### src/rtl/fifo_write_ctrl.sv
// fifo_write_ctrl: write-domain front end of an async FIFO (push handshake, write pointers, full/level/overflow)
module fifo_write_ctrl #(
    parameter int ADDR_WIDTH     = 5,
    parameter int DATA_WIDTH     = 32,
    parameter int SYNC_STAGES    = 2,
    parameter int ALMOST_FULL_TH = 28
) (
    input  logic                  clk1,
    input  logic                  resetw,
    input  logic                  push_valid,
    input  logic [DATA_WIDTH-1:0] push_data,
    output logic                  push_ready,
    input  logic [ADDR_WIDTH:0]   rptr_gray_async,
    input  logic                  clear_overflow,
    output logic [ADDR_WIDTH:0]   wptr,
    output logic                  writeEnable,
    output logic [DATA_WIDTH-1:0] wd,
    output logic [ADDR_WIDTH:0]   wptr_gray,
    output logic                  full,
    output logic                  almost_full,
    output logic [ADDR_WIDTH:0]   fill_level,
    output logic                  overflow
);
    localparam int PW = ADDR_WIDTH + 1;
    logic [SYNC_STAGES-1:0][PW-1:0] sync_q;
    logic [PW-1:0] wbin, wbin_next, wgray_next, rq, rbin_sync, level_next;
    logic accept;
    assign push_ready = resetw & ~full;
    assign accept     = push_valid & push_ready;
    assign wbin_next  = wbin + PW'(accept);
    assign wgray_next = wbin_next ^ (wbin_next >> 1);
    assign rq         = sync_q[SYNC_STAGES-1];
    assign level_next = wbin_next - rbin_sync;
    always_comb begin
        rbin_sync = '0;
        for (int i = 0; i < PW; i++) rbin_sync[i] = ^(rq >> i);
    end
    always_ff @(posedge clk1 or negedge resetw) begin
        if (!resetw) begin
            sync_q      <= '0;
            wbin        <= '0;
            wptr        <= '0;
            wptr_gray   <= '0;
            wd          <= '0;
            writeEnable <= 1'b0;
            full        <= 1'b0;
            almost_full <= 1'b0;
            fill_level  <= '0;
            overflow    <= 1'b0;
        end else begin
            sync_q      <= {sync_q[SYNC_STAGES-2:0], rptr_gray_async};
            writeEnable <= accept;
            wptr        <= accept ? wbin : wptr;
            wd          <= accept ? push_data : wd;
            wbin        <= wbin_next;
            wptr_gray   <= wgray_next;
            // full when the write pointer sits a whole lap ahead of the synchronised read pointer
            full        <= wgray_next == {~rq[PW-1:PW-2], rq[PW-3:0]};
            fill_level  <= level_next;
            almost_full <= level_next >= PW'(ALMOST_FULL_TH);
            overflow    <= (push_valid & full) | (overflow & ~clear_overflow);
        end
    end
endmodule

### config.mk
export PLATFORM = sky130hd
export DESIGN_NAME = fifo_write_ctrl
export DESIGN_NICKNAME = d
export VERILOG_FILES = /design/src/rtl/fifo_write_ctrl.sv
export SDC_FILE = /design/constraint.sdc
export NUM_CORES = 1
export LEC_CHECK = 0
export BUFFER_PORTS_ARGS = -buffer_cell sky130_fd_sc_hd__buf_4
export CAP_MARGIN = 20
export CORE_MARGIN = 2
export CORE_UTILIZATION = 45
export DETAILED_ROUTE_END_ITERATION = 7
export HOLD_SLACK_MARGIN = 0.1
export PLACE_DENSITY = 0.76
export SYNTH_ARGS = -nofsm -noshare
export SYNTH_HDL_FRONTEND = slang
export SYNTH_SLANG_ARGS = --single-unit
export TNS_END_PERCENT = 50
### constraint.sdc
create_clock -name clk1 -period 2.9 [get_ports clk1]
set_input_delay 0.87 -clock clk1 [delete_from_list [all_inputs] [get_ports clk1]]
set_output_delay 0.87 -clock clk1 [all_outputs]
set_load 0.1 [all_outputs]
==> flow_summary.ini <==
[worst_setup_path]
reg2reg_slack_ns = 0.07
reg2reg_depth = 14
crit_path_end_kind = flop
r2r-start = rq[5]$_DFF_PN0_
crit_slowest_cell = dfrtp_1
cp_max_fo = 2
start_kind = flop
cp.required_ns = 3.18
worstReg2RegEnd = almost_full$_DFF_PN0_
criticalPathCategory = reg2reg
crit_cells = 14
cpLargestDelayFamily = XOR/XNOR gates
critical_path_buf_inv_count = 1
max_stage_delay_ns = 0.41
crit_top_cell = xnor2_1
endpoint = almost_full$_DFF_PN0_
crit_start = rq[5]$_DFF_PN0_
worstPathArrival_ns = 3.11
crit_chain = xor2_2, xnor2_2, xnor2_2, xor2_2, xnor2_1, ha_2, inv_2, fa_2, a21o_1, a21oi_2, xnor2_1, xnor2_1, nand3_1, nand3_1

[job]
drv_cap = 0

[cells_and_area]
drive_above_1_share = 0.3883
final_cell_count_no_fill = 489
fillers = 513
final_nets = 456
num_antenna_cells = 0
areaGrowthSynthToFinish_pct = 42.36

[pwr]
max-vdd-ir-drop_uv = 1080
p_leak_nw = 2.229
p_per_area_nw_per_um2 = 1265

[yosys]
syn_area_um2 = 2974
yosys-mux-area-fraction = 0.006731
synth_simple_gate_area_share = 0.1834
synth_edf_count = 0
ys_seq_elements = 71
yosys.area_share.xor_xnor = 0.08666
ys.flop_type = dfrtp_1
yosysSeqAreaShare = 0.5974
synth_fa_ha_area_frac = 0.03197
synth-compound-area-share = 0.06058
synthDistinctLibCells = 40
ys_warn_count = 0
synth_top_family_by_area = simple AND/OR/NAND/NOR gates
synth_fp_nets = 336
syn_avg_cell_area_um2 = 10.36
syn_inst = 287
synthArstFlopShare = 1.000

[place]
placed_cells = 472
place_ws_ns = -0.2201
place.gp.congestion = 0.7742
port_buffers = 96
hpwl_um = 4585

[die]
rows = 29
initial_core_util = 0.4657
design.portCount = 97
die_h_um = 85.30
coreArea_um2 = 6386
dieArea_um2 = 7275
die_w_um = 85.30

[timing]
maxSlewViolCount = 0
setup_slack_ns = 0.07271
fin_crit_ns = 2.827
fmax_mhz = 353.7
holdWs_ns = 0.3471
relSlewSlack = 0.4272
hold_viol = 0
finClkSkew_ns = 0.01313
rsz0062_at_grt = true
fin_crit_sh = 0.9749
setup_viol = 0
tightest_slew_ns = 0.8591

[route]
vias_per_cell = 4.798
vias = 2346
drtIter0Drc = 96
antenna_left = 0
firstDrtPassIters = 6
wire_per_inst_um = 12.92
drc = 0
wirelength_um = 6319

[status]
outcome = finished clean

[global_route]
grt_max_degree = 72
grt_overflow = 0
antenna_found_initial = 0
grt_pass1_wl_um = 11010
grt_pass1_vias = 2346
grt_usage = 0.1912

[cts]
clk_latency_ns = 0.34
clockRootBuffer = clkbuf_8
clock-sinks = 71
cts_hold_buf = 0
clk_pin_slew_worst_paths_ns = 0.07
cts_buffers = 9
cts_htree_levels = 3
cts_buffer_depth = 2
tritoncts = yes

[min_path]
worstHoldStart = sync_q[2]$_DFF_PN0_
hold_class = reg2reg
flip-flops by register name, summed over array words and instances, names as in the netlist:
register	cells
sync_q	6
rq	6
wptr	6
wbin	6
writeEnable	1
almost_full	1
wptr_gray	5
fill_level	6
overflow	1
wd	32
full	1
metrics by stage:
stage	utilization	power, mW	instance area [µm²]	TNS, ns
global route	0.6630	5.657	4234	-0.1424
global placement	0.6258	4.440	3996	-0.2980
floorplan	-	3.722	3074	-2.395
finish	0.6630	5.355	4234	0
CTS	0.6620	5.397	4228	0
detailed placement	0.6258	4.492	3996	-0.4136
report_power, final:
group / total [mW] / internal, mW / switching, mW
clock network: 0.871 / 0.531 / 0.340
registers: 1.43 / 1.24 / 0.185
logic: 3.06 / 0.890 / 2.17
cell type report:
| cell class | instances | area [µm²] | share of cell area |
|---|---|---|---|
| well taps | 77 | 96.34 | 0.02275 |
| multi-input cells | 194 | 1190 | 0.2810 |
| clock inverters | 3 | 65.06 | 0.01537 |
| flip-flops and latches | 71 | 1778 | 0.4199 |
| clock buffers | 13 | 158.9 | 0.03753 |
| inverters | 10 | 37.54 | 0.008865 |
| repair buffers | 121 | 908.4 | 0.2145 |
metal layers:
layer  routed length (µm)  track usage  vias to the layer above
met5                    0            0                        -
met4                  158      0.08802                        0
met1                 2688       0.2440                     1085
li1                     -            -                     1150
met2                 2997       0.3040                       91
met3                  474      0.05350                       20
cells by family after synthesis:
group                      after synthesis
and+or+nand+nor                        137
AOI/OAI and AO/OA                       25
muxes                                    2
xor gates and xnor gates                23
adders and majority gates                7
DFF                                     71
buffers and inverters                   22
synthesized netlist by cell type, drive strengths merged (2+ instances only):
cell type  count  share of area
nor3           4         0.0067
mux2i          2         0.0067
nand3          4         0.0067
o21a           3         0.0076
buf            5          0.012
a21oi          3         0.0050
dfrtp         71           0.60
nor2b          3         0.0063
o21ai          6          0.010
xnor2         12          0.043
ha             6          0.025
o31ai          2         0.0050
xor2          11          0.044
nand2        119           0.15
inv           10          0.013
and2           2         0.0042
nor2           2         0.0025
clkbuf         7         0.0088
how the worst min path moves through the flow:
stage | to | cells after the start
finish | rq[2]$_DFF_PN0_ | 0
global placement | rq[1]$_DFF_PN0_ | 0
global route | rq[0]$_DFF_PN0_ | 0
floorplan | rq[0]$_DFF_PN0_ | 0
CTS | rq[2]$_DFF_PN0_ | 0
detailed placement | rq[3]$_DFF_PN0_ | 0
cell usage in the layout, fill, tap and decap left out, types with 2 or more instances in the layout:
cell type  count
clkbuf_8      11
a21oi_2        2
o21ai_0        4
inv_1          8
ha_4           3
mux2i_1        2
xor2_2         2
dfrtp_1       70
o21a_1         3
bufinv_16      2
nand3_1        4
xnor2_2        4
clkbuf_1       2
o31ai_1        2
nor3_1         3
xnor2_1        8
inv_2          2
xor2_1         8
nor2b_1        2
nor2_1         2
buf_4        121
ha_1           2
nand2_1      117
repair_timing:
action                     CTS  global route
setup endpoints to repair    1             3
pin swaps                    1             3
gates cloned                 0             0
setup buffers                1             0
gates resized for setup      0             3
Note: power is estimated with default switching activity, not from simulation.
